<file path="src/rtl/cond_exec_stage_pkg.sv">
// rtl/cond_exec_stage_pkg.sv - condition codes, flag indices and E-stage control record
package cond_exec_stage_pkg;

    localparam logic [3:0] COND_EQ = 4'b0000;
    localparam logic [3:0] COND_NE = 4'b0001;
    localparam logic [3:0] COND_CS = 4'b0010;
    localparam logic [3:0] COND_CC = 4'b0011;
    localparam logic [3:0] COND_MI = 4'b0100;
    localparam logic [3:0] COND_PL = 4'b0101;
    localparam logic [3:0] COND_VS = 4'b0110;
    localparam logic [3:0] COND_VC = 4'b0111;
    localparam logic [3:0] COND_HI = 4'b1000;
    localparam logic [3:0] COND_LS = 4'b1001;
    localparam logic [3:0] COND_GE = 4'b1010;
    localparam logic [3:0] COND_LT = 4'b1011;
    localparam logic [3:0] COND_GT = 4'b1100;
    localparam logic [3:0] COND_LE = 4'b1101;
    localparam logic [3:0] COND_AL = 4'b1110;
    localparam logic [3:0] COND_NV = 4'b1111;

    localparam int FLAG_N = 3;
    localparam int FLAG_Z = 2;
    localparam int FLAG_C = 1;
    localparam int FLAG_V = 0;

    typedef struct packed {
        logic [3:0] cond;
        logic       pcsrc;
        logic       branch;
        logic       regwrite;
        logic       memwrite;
        logic       memtoreg;
        logic       alusrc;
        logic [3:0] alu_control;
        logic [1:0] flag_write;
    } ex_ctrl_t;

    // A bubble is an always-executing no-op so CondExE reads 1 while idle.
    localparam ex_ctrl_t BUBBLE_CTRL = '{
        cond:        COND_AL,
        pcsrc:       1'b0,
        branch:      1'b0,
        regwrite:    1'b0,
        memwrite:    1'b0,
        memtoreg:    1'b0,
        alusrc:      1'b0,
        alu_control: 4'b0000,
        flag_write:  2'b00
    };

endpackage

</file>
<file path="src/rtl/cond_exec_stage_if.sv">
// rtl/cond_exec_stage_if.sv - decode/hazard inputs and execute-stage outputs
interface cond_exec_stage_if;
    logic       StallE;
    logic       FlushE;
    logic [3:0] CondD;
    logic       PCSrcD;
    logic       BranchD;
    logic       RegWriteD;
    logic       MemWriteD;
    logic       MemtoRegD;
    logic       AluSrcD;
    logic [3:0] AluControlD;
    logic [1:0] FlagWriteD;
    logic [3:0] ALUFlags;

    logic       PCSrcE;
    logic       BranchTakenE;
    logic       RegWriteE;
    logic       MemWriteE;
    logic       MemtoRegE;
    logic       AluSrcE;
    logic [3:0] AluControlE;
    logic       CondExE;
    logic [3:0] Flags;

    modport master (
        output StallE, FlushE, CondD, PCSrcD, BranchD, RegWriteD, MemWriteD,
               MemtoRegD, AluSrcD, AluControlD, FlagWriteD, ALUFlags,
        input  PCSrcE, BranchTakenE, RegWriteE, MemWriteE, MemtoRegE,
               AluSrcE, AluControlE, CondExE, Flags
    );

    modport slave (
        input  StallE, FlushE, CondD, PCSrcD, BranchD, RegWriteD, MemWriteD,
               MemtoRegD, AluSrcD, AluControlD, FlagWriteD, ALUFlags,
        output PCSrcE, BranchTakenE, RegWriteE, MemWriteE, MemtoRegE,
               AluSrcE, AluControlE, CondExE, Flags
    );
endinterface

</file>
<file path="src/rtl/cond_exec_stage_cond_check.sv">
// rtl/cond_exec_stage_cond_check.sv - combinational condition-field evaluation against NZCV
module cond_check
    import cond_exec_stage_pkg::*;
(
    input  logic [3:0] cond,
    input  logic [3:0] flags,
    output logic       cond_ex
);
    logic n, z, c, v;

    assign n = flags[FLAG_N];
    assign z = flags[FLAG_Z];
    assign c = flags[FLAG_C];
    assign v = flags[FLAG_V];

    always_comb begin
        cond_ex = 1'b0;
        case (cond)
            COND_EQ: cond_ex = z;
            COND_NE: cond_ex = ~z;
            COND_CS: cond_ex = c;
            COND_CC: cond_ex = ~c;
            COND_MI: cond_ex = n;
            COND_PL: cond_ex = ~n;
            COND_VS: cond_ex = v;
            COND_VC: cond_ex = ~v;
            COND_HI: cond_ex = c & ~z;
            COND_LS: cond_ex = ~c | z;
            COND_GE: cond_ex = (n == v);
            COND_LT: cond_ex = (n != v);
            COND_GT: cond_ex = ~z & (n == v);
            COND_LE: cond_ex = z | (n != v);
            COND_AL: cond_ex = 1'b1;
            default: cond_ex = 1'b0;
        endcase
    end
endmodule

</file>
<file path="src/rtl/cond_exec_stage.sv">
// rtl/cond_exec_stage.sv - D/E pipeline register, NZCV register and condition-gated controls
module cond_exec_stage
    import cond_exec_stage_pkg::*;
(
    input  logic             CLK,
    input  logic             RESET,
    cond_exec_stage_if.slave bus
);
    ex_ctrl_t   ctrl_d;
    ex_ctrl_t   ctrl_e;
    logic [3:0] flags_q;
    logic       cond_ex;
    logic       flag_commit;

    assign ctrl_d = '{
        cond:        bus.CondD,
        pcsrc:       bus.PCSrcD,
        branch:      bus.BranchD,
        regwrite:    bus.RegWriteD,
        memwrite:    bus.MemWriteD,
        memtoreg:    bus.MemtoRegD,
        alusrc:      bus.AluSrcD,
        alu_control: bus.AluControlD,
        flag_write:  bus.FlagWriteD
    };

    cond_check u_cond_check (
        .cond    (ctrl_e.cond),
        .flags   (flags_q),
        .cond_ex (cond_ex)
    );

    // Flush overrides stall, so the instruction leaving E still retires its flags.
    assign flag_commit = cond_ex & (~bus.StallE | bus.FlushE);

    always_ff @(posedge CLK) begin
        if (RESET) begin
            ctrl_e  <= BUBBLE_CTRL;
            flags_q <= 4'b0000;
        end else begin
            if (flag_commit && ctrl_e.flag_write[1]) begin
                flags_q[FLAG_N] <= bus.ALUFlags[FLAG_N];
                flags_q[FLAG_Z] <= bus.ALUFlags[FLAG_Z];
            end
            if (flag_commit && ctrl_e.flag_write[0]) begin
                flags_q[FLAG_C] <= bus.ALUFlags[FLAG_C];
                flags_q[FLAG_V] <= bus.ALUFlags[FLAG_V];
            end
            if (bus.FlushE) begin
                ctrl_e <= BUBBLE_CTRL;
            end else if (!bus.StallE) begin
                ctrl_e <= ctrl_d;
            end
        end
    end

    assign bus.PCSrcE       = ctrl_e.pcsrc & cond_ex;
    assign bus.BranchTakenE = ctrl_e.branch & cond_ex;
    assign bus.RegWriteE    = ctrl_e.regwrite & cond_ex;
    assign bus.MemWriteE    = ctrl_e.memwrite & cond_ex;
    assign bus.MemtoRegE    = ctrl_e.memtoreg;
    assign bus.AluSrcE      = ctrl_e.alusrc;
    assign bus.AluControlE  = ctrl_e.alu_control;
    assign bus.CondExE      = cond_ex;
    assign bus.Flags        = flags_q;
endmodule

</file>
<file path="src/flat_wrapper.sv">
// flat-port wrapper written by rule: the top's interface ports become plain ports
module cond_exec_stage_flat import cond_exec_stage_pkg::*;
  (CLK, RESET, bus_StallE, bus_FlushE, bus_CondD, bus_PCSrcD, bus_BranchD, bus_RegWriteD, bus_MemWriteD, bus_MemtoRegD, bus_AluSrcD, bus_AluControlD, bus_FlagWriteD, bus_ALUFlags, bus_PCSrcE, bus_BranchTakenE, bus_RegWriteE, bus_MemWriteE, bus_MemtoRegE, bus_AluSrcE, bus_AluControlE, bus_CondExE, bus_Flags);
  cond_exec_stage_if bus_i ();
  input  logic CLK;
  input  logic RESET;
  input wire logic [$bits(bus_i.StallE)-1:0] bus_StallE;
  input wire logic [$bits(bus_i.FlushE)-1:0] bus_FlushE;
  input wire logic [$bits(bus_i.CondD)-1:0] bus_CondD;
  input wire logic [$bits(bus_i.PCSrcD)-1:0] bus_PCSrcD;
  input wire logic [$bits(bus_i.BranchD)-1:0] bus_BranchD;
  input wire logic [$bits(bus_i.RegWriteD)-1:0] bus_RegWriteD;
  input wire logic [$bits(bus_i.MemWriteD)-1:0] bus_MemWriteD;
  input wire logic [$bits(bus_i.MemtoRegD)-1:0] bus_MemtoRegD;
  input wire logic [$bits(bus_i.AluSrcD)-1:0] bus_AluSrcD;
  input wire logic [$bits(bus_i.AluControlD)-1:0] bus_AluControlD;
  input wire logic [$bits(bus_i.FlagWriteD)-1:0] bus_FlagWriteD;
  input wire logic [$bits(bus_i.ALUFlags)-1:0] bus_ALUFlags;
  output wire logic [$bits(bus_i.PCSrcE)-1:0] bus_PCSrcE;
  output wire logic [$bits(bus_i.BranchTakenE)-1:0] bus_BranchTakenE;
  output wire logic [$bits(bus_i.RegWriteE)-1:0] bus_RegWriteE;
  output wire logic [$bits(bus_i.MemWriteE)-1:0] bus_MemWriteE;
  output wire logic [$bits(bus_i.MemtoRegE)-1:0] bus_MemtoRegE;
  output wire logic [$bits(bus_i.AluSrcE)-1:0] bus_AluSrcE;
  output wire logic [$bits(bus_i.AluControlE)-1:0] bus_AluControlE;
  output wire logic [$bits(bus_i.CondExE)-1:0] bus_CondExE;
  output wire logic [$bits(bus_i.Flags)-1:0] bus_Flags;
  assign bus_i.StallE = bus_StallE;
  assign bus_i.FlushE = bus_FlushE;
  assign bus_i.CondD = bus_CondD;
  assign bus_i.PCSrcD = bus_PCSrcD;
  assign bus_i.BranchD = bus_BranchD;
  assign bus_i.RegWriteD = bus_RegWriteD;
  assign bus_i.MemWriteD = bus_MemWriteD;
  assign bus_i.MemtoRegD = bus_MemtoRegD;
  assign bus_i.AluSrcD = bus_AluSrcD;
  assign bus_i.AluControlD = bus_AluControlD;
  assign bus_i.FlagWriteD = bus_FlagWriteD;
  assign bus_i.ALUFlags = bus_ALUFlags;
  assign bus_PCSrcE = bus_i.PCSrcE;
  assign bus_BranchTakenE = bus_i.BranchTakenE;
  assign bus_RegWriteE = bus_i.RegWriteE;
  assign bus_MemWriteE = bus_i.MemWriteE;
  assign bus_MemtoRegE = bus_i.MemtoRegE;
  assign bus_AluSrcE = bus_i.AluSrcE;
  assign bus_AluControlE = bus_i.AluControlE;
  assign bus_CondExE = bus_i.CondExE;
  assign bus_Flags = bus_i.Flags;
  cond_exec_stage u_core (.CLK(CLK), .RESET(RESET), .bus(bus_i));
endmodule
</file>
<file path="config.mk">
export PLATFORM = sky130hd
export DESIGN_NAME = cond_exec_stage_flat
export DESIGN_NICKNAME = d
export VERILOG_FILES = /design/src/rtl/cond_exec_stage_pkg.sv /design/src/rtl/cond_exec_stage_if.sv /design/src/rtl/cond_exec_stage_cond_check.sv /design/src/rtl/cond_exec_stage.sv /design/src/flat_wrapper.sv
export SDC_FILE = /design/constraint.sdc
export NUM_CORES = 1
export LEC_CHECK = 0
export CAP_MARGIN = 20
export CORE_UTILIZATION = 39
export DETAILED_ROUTE_END_ITERATION = 10
export GPL_TIMING_DRIVEN = 0
export PLACE_DENSITY = 0.85
export SETUP_SLACK_MARGIN = 0.02
export SLEW_MARGIN = 5
export SYNTH_ARGS = -nofsm -noshare
export SYNTH_HDL_FRONTEND = slang
export SYNTH_SLANG_ARGS = --single-unit
</file>
<file path="constraint.sdc">
create_clock -name CLK -period 1.9 [get_ports CLK]
set_clock_uncertainty 0.1 [all_clocks]
set_input_delay 0.38 -clock CLK [delete_from_list [all_inputs] [get_ports CLK]]
set_output_delay 0.38 -clock CLK [all_outputs]
set_load 0.05 [all_outputs]
</file>
Word-level counts from Yosys, hierarchy flattened. Index checks and enable logic that the tools add are counted.

Divide/modulo/power cells: 0. Magnitude comparators: 0. Shifts and indexed selects: 0. Multiplexer cells: 1. Add/sub/neg operators: 0. $mul: 0. Reductions and logical operators: 4. Bitwise operators: 15. Eq/ne operators: 16.

Operators by type and width (number): $eq 4x4->1 const B (7); $eq 4x3->1 const B (4); $pmux 1 s15 (1); $eq 4x2->1 const B (2); $and 1x1->1 (7); $not 1->1 (5); $eq 4x1->1 const B (1); $logic_not 4->1 (1); $or 1x1->1 (3); $logic_and 1x1->1 (2); $reduce_or 2->1 (1); $eq 1x1->1 (1); $ne 1x1->1 (1).

Input bits: 24. Bits in writable memories: 0. Bits in read-only memories: 0. Word-level logic and storage cells: 47. Latch bits: 0. Flip-flop bits (word level): 20. Memories kept: 0.

Longest topological paths before layout. Gate-level depths: netlist of run 1.

Depth in word-level cells: 5. Mapped depth: 6.

Hierarchy. Synthesis of run 1 repeated with hierarchy kept, for this count alone.

Cells, all modules: 109. Area, all modules: 1053.5 µm².

By module, submodules not included: cond_exec_stage (cells each 81, area each 859.6 µm², times used 1); cond_check (cells each 28, area each 193.9 µm², times used 1).

Worst setup path after synthesis of run 1. No wires, ideal clock.

Path kind: reg-to-output. From: reg u_core.flags_q[0] (netlist: u_core.bus.Flags[0]). To: out bus_BranchTakenE. Slack: -0.934 ns. Buffers on the path: 0. Cell stages (with the launch flop): 6. Arrival time: 2.354 ns. Path through: dfxtp_1 > or3_1 > and3_1 > o31ai_2 > nand3_1 > and2_1.

Word-level cells in the longest chain between the ends: 4.

Ends and longest elaborated chain: from (decl) (line cond_exec_stage.sv:11) `logic [3:0] flags_q;`; from (signal, indexed assignment) (line cond_exec_stage.sv:42) `flags_q[FLAG_N] <= bus.ALUFlags[FLAG_N];`; from (signal, indexed assignment) (line cond_exec_stage.sv:43) `flags_q[FLAG_Z] <= bus.ALUFlags[FLAG_Z];`; from (signal, indexed assignment) (line cond_exec_stage.sv:46) `flags_q[FLAG_C] <= bus.ALUFlags[FLAG_C];`; $ne 1x1->1 / $eq 1x1->1 (equally long branches); $or 1x1->1 / $and 1x1->1 (equally long branches) (line cond_exec_stage_cond_check.sv:32, cond_exec_stage_cond_check.sv:31); $pmux 1 s15 * (line cond_exec_stage_cond_check.sv:18) `case (cond)`; named net bus_CondExE (line flat_wrapper.sv:26) `output wire logic [$bits(bus_i.CondExE)-1:0] bus_CondExE;`; $and 1x1->1 * (line cond_exec_stage.sv:58) `assign bus.BranchTakenE = ctrl_e.branch & cond_ex;`; to (decl) (line flat_wrapper.sv:20) `output wire logic [$bits(bus_i.BranchTakenE)-1:0] bus_BranchTakenE;`.

The timed path passes the listed nets; every way through them passes the cells marked *.

Final worst setup path of run 1.
From: reg u_core.ctrl_e[15] in the netlist's numbering. To: out bus_MemWriteE.

Word-level cells in the longest chain between the ends: 3.

Ends and longest elaborated chain: from (decl) (line cond_exec_stage.sv:10) `ex_ctrl_t ctrl_e;`; from (signal assigned) (line cond_exec_stage.sv:52) `ctrl_e <= ctrl_d;`; $eq 4x4->1, or another cell as far along (line cond_exec_stage_cond_check.sv:18); $pmux 1 s15 * (line cond_exec_stage_cond_check.sv:18); $and 1x1->1 * (line cond_exec_stage.sv:60) `assign bus.MemWriteE = ctrl_e.memwrite & cond_ex;`; to (decl) (line flat_wrapper.sv:22) `output wire logic [$bits(bus_i.MemWriteE)-1:0] bus_MemWriteE;`.

Mark *: on every way between the ends. The rest lies on a longest branch, timed or not.

==> results of run 1 <==
## final timing paths
path	start	cells past startpoint	endpoint
worst max-delay path	u_core.ctrl_e[15]$_SDFFE_PP1N_	7	bus_MemWriteE
worst min register to register	u_core.bus.MemtoRegE$_SDFFE_PP0N_	2	u_core.bus.MemtoRegE$_SDFFE_PP0N_
worst min-delay path	u_core.bus.MemtoRegE$_SDFFE_PP0N_	2	u_core.bus.MemtoRegE$_SDFFE_PP0N_
worst max register to register	u_core.ctrl_e[14]$_SDFFE_PP1N_	7	u_core.bus.Flags[2]$_SDFFE_PP0P_
## cell type report
class | instances | area share
plain buffers | 11 | 0.0474
clock buffers | 4 | 0.0226
inverters | 1 | 0.00233
multi-input cells | 84 | 0.397
flip-flops and latches | 20 | 0.259
well taps | 30 | 0.0233
repair buffers | 41 | 0.249
## critical path, cell delays in order (launching register included)
cell and delay (ns):
dfxtp_2 0.34, buf_4 0.16, and3b_1 0.20, a221oi_2 0.27
nand4_2 0.21, nand3_4 0.17, and2_4 0.16, buf_8 0.14
## what timing repair did
action	in CTS	in global routing
gates cloned	0	0
gates resized for setup	49	13
pin swaps	4	4
setup buffers	3	2
endpoints found under the setup margin	19	9
## cells by family after synthesis
group                  Yosys count  share of synthesized area
flip-flops                      20                      0.384
multiplexers                    21                      0.201
AND/OR/NAND/NOR                 52                      0.254
buffers and inverters           12                     0.0683
AO/OA/AOI/OAI                   10                     0.0839
XOR/XNOR                         1                    0.00839
## power by group through the flow
stage / Clock [mW] / Combinational [mW] / Sequential, mW
2_1_floorplan: 0 / 0.113 / 0.456
3_3_place_gp: 0 / 0.196 / 0.447
3_5_place_dp: 0 / 0.201 / 0.448
4_1_cts: 0.253 / 0.208 / 0.438
5_1_grt: 0.271 / 0.226 / 0.441
6_report: 0.249 / 0.212 / 0.439
## per-stage QoR
| stage | area, µm² | cells | setup TNS, ns | worst slack (ns) |
|---|---|---|---|---|
| 6_report | 1610 | 191 | -2.90 | -0.522 |
| 5_1_grt | 1610 | 191 | -3.82 | -0.629 |
| 4_1_cts | 1550 | 189 | -2.94 | -0.523 |
| 3_5_place_dp | 1490 | 182 | -4.58 | -0.900 |
| 3_3_place_gp | 1490 | 182 | -4.34 | -0.873 |
| 2_1_floorplan | 1090 | 116 | -0.970 | -0.243 |
## state kept, by name, summed over array words and instances (netlist names)
register,cells
u_core.bus.AluControlE,4
u_core.bus.AluSrcE,1
u_core.bus.Flags,4
u_core.bus.MemtoRegE,1
u_core.ctrl_e,10
## Yosys cell counts, drive strengths merged
cell	instances	area, µm²
xnor2	1	8.76
o21ai	2	10.0
a211oi	1	12.5
clkbuf	3	11.3
or3	2	12.5
nor2b	1	6.26
dfxtp	20	400
nor3	1	5.00
o221ai	1	8.76
buf	8	56.3
a211o	1	8.76
mux2i	21	210
a221oi	1	15.0
nand3	2	10.0
and3	2	12.5
nor2	17	63.8
o31ai	1	12.5
a21boi	1	7.51
or2	1	6.26
nand4	1	12.5
and2	4	25.0
nand2b	11	68.8
a31oi	2	12.5
nand2	9	33.8
and3b	1	8.76
inv	1	3.75
## layer usage
layer / part of all wire / GRT usage / vias to the layer above / wire length (µm)
li1: - / - / 482 / -
met1: 0.45 / 0.214 / 431 / 1100
met2: 0.50 / 0.307 / 22 / 1230
met3: 0.042 / 0.0395 / 4 / 103
met4: 0.0094 / 0.0614 / 0 / 23
met5: 0 / 0 / - / 0
## cell usage in the layout (no fill, tap or decap), types with 2 or more instances in the layout
| master | instances |
|---|---|
| buf_4 | 10 |
| dfxtp_1 | 13 |
| buf_6 | 2 |
| nand2_1 | 9 |
| and2_4 | 4 |
| nand2b_1 | 11 |
| clkbuf_1 | 3 |
| dlygate4sd2_1 | 10 |
| buf_8 | 4 |
| clkbuf_4 | 3 |
| dfxtp_2 | 4 |
| nor2_1 | 17 |
| mux2i_1 | 21 |
| buf_2 | 2 |
| dfxtp_4 | 3 |
| clkdlybuf4s50_1 | 21 |
==> run metrics, run 1 <==
global router's overall resource usage 0.178; CTS tree built; First-pass DRT Iterations 4; cts hold-fix bufs 0; count of unique library cells instantiated by Yosys 28; failing checks negative setup slack; Final Hold Fails 0; final setup violation count 9; Hold WS 0.407 ns; CTS Buffer Depth 2; initial antenna violation count 0; worst hold path type reg -> reg; vias in the first global route 893; VDD IR max 526 µV; outcome complete, but fails checks; clk_lat worst skew 0.30 ns; num rows 18; Chip Height 53.7 µm; first-pass GRT wire length 3670 µm; share of cells above drive strength 1 0.273; combinational share of power 0.236; clock share of power 0.276; Starting Density 0.417; Core ar. 2500 µm²; Worst Slack Setup Final -0.522 ns; largest net degree at the start of global routing 12; register area 417 µm²; Top-Level Pins 39; Root Driver clkbuf_4; Seq/Total Area, Yosys 0.384; clock slew at reported path FFs 0.11 ns; Final Power 0.900 mW; period utilization 1.27; Slew @ Worst Pin 0.509 ns; Residual DRC 0; final RePlAce weighted congestion 0.751; Slew Limit Fails 0; Synth Instances 116; Highest Clock Rate 413 MHz; Startpoint Class register; critical path class reg -> out; flop-to-flop setup slack -0.10 ns; vias per cell 4.92; DRT iter0 DRCs 12; Synth Warn # 0; IO Port Bufs 36; drt total wl 2460 µm; Rel. slew slack 0.662; CTS H-tree lvls 1; internal cell power 0.655 mW; Synth Register Bits 20; sequential share of power 0.487; Pwr Density 559 nW/µm²; n_diodes 0; chip width 53.7 µm; CTS buffer count 3; Max FO, Critical Path 10; Sw Share 0.272; total number of vias 939; Multi-input gate area 638 µm²; Max-Cap Viols 0; Routed WL per cell 12.9 µm; Post-Syn Nets 140; remaining antenna violation count 0; unrepaired setup endpoints after global routing yes; total grt overflow 0; die area 2890 µm²; fillers 200; Static Leakage 0.710 nW; CP Capture Type primary output; Layout Nets 186; Crit path required time 1.42 ns; Net Switching 0.245 mW; clock period minus worst slack 2.42 ns; Syn Area/Cell 9.00 µm²; cell area after synthesis 1040 µm²; HPWL after DPL 1780 µm; P&R area growth vs syn 54.2%; Final Util 0.644; CTS Sinks 20; CP Data Arrival Time 1.94 ns
No activity file was read; power rests on OpenSTA's default activity.
==> inputs of run 2 (changes only) <==
--- a/config.mk
+++ b/config.mk
@@ -8,6 +8,7 @@
 export CAP_MARGIN = 20
 export CORE_UTILIZATION = 39
 export DETAILED_ROUTE_END_ITERATION = 10
+export GPL_ROUTABILITY_DRIVEN = 0
 export GPL_TIMING_DRIVEN = 0
 export PLACE_DENSITY = 0.85
 export SETUP_SLACK_MARGIN = 0.02
==> results of run 2 <==
Final layout, timing and power as in run 1 (identical DEF).
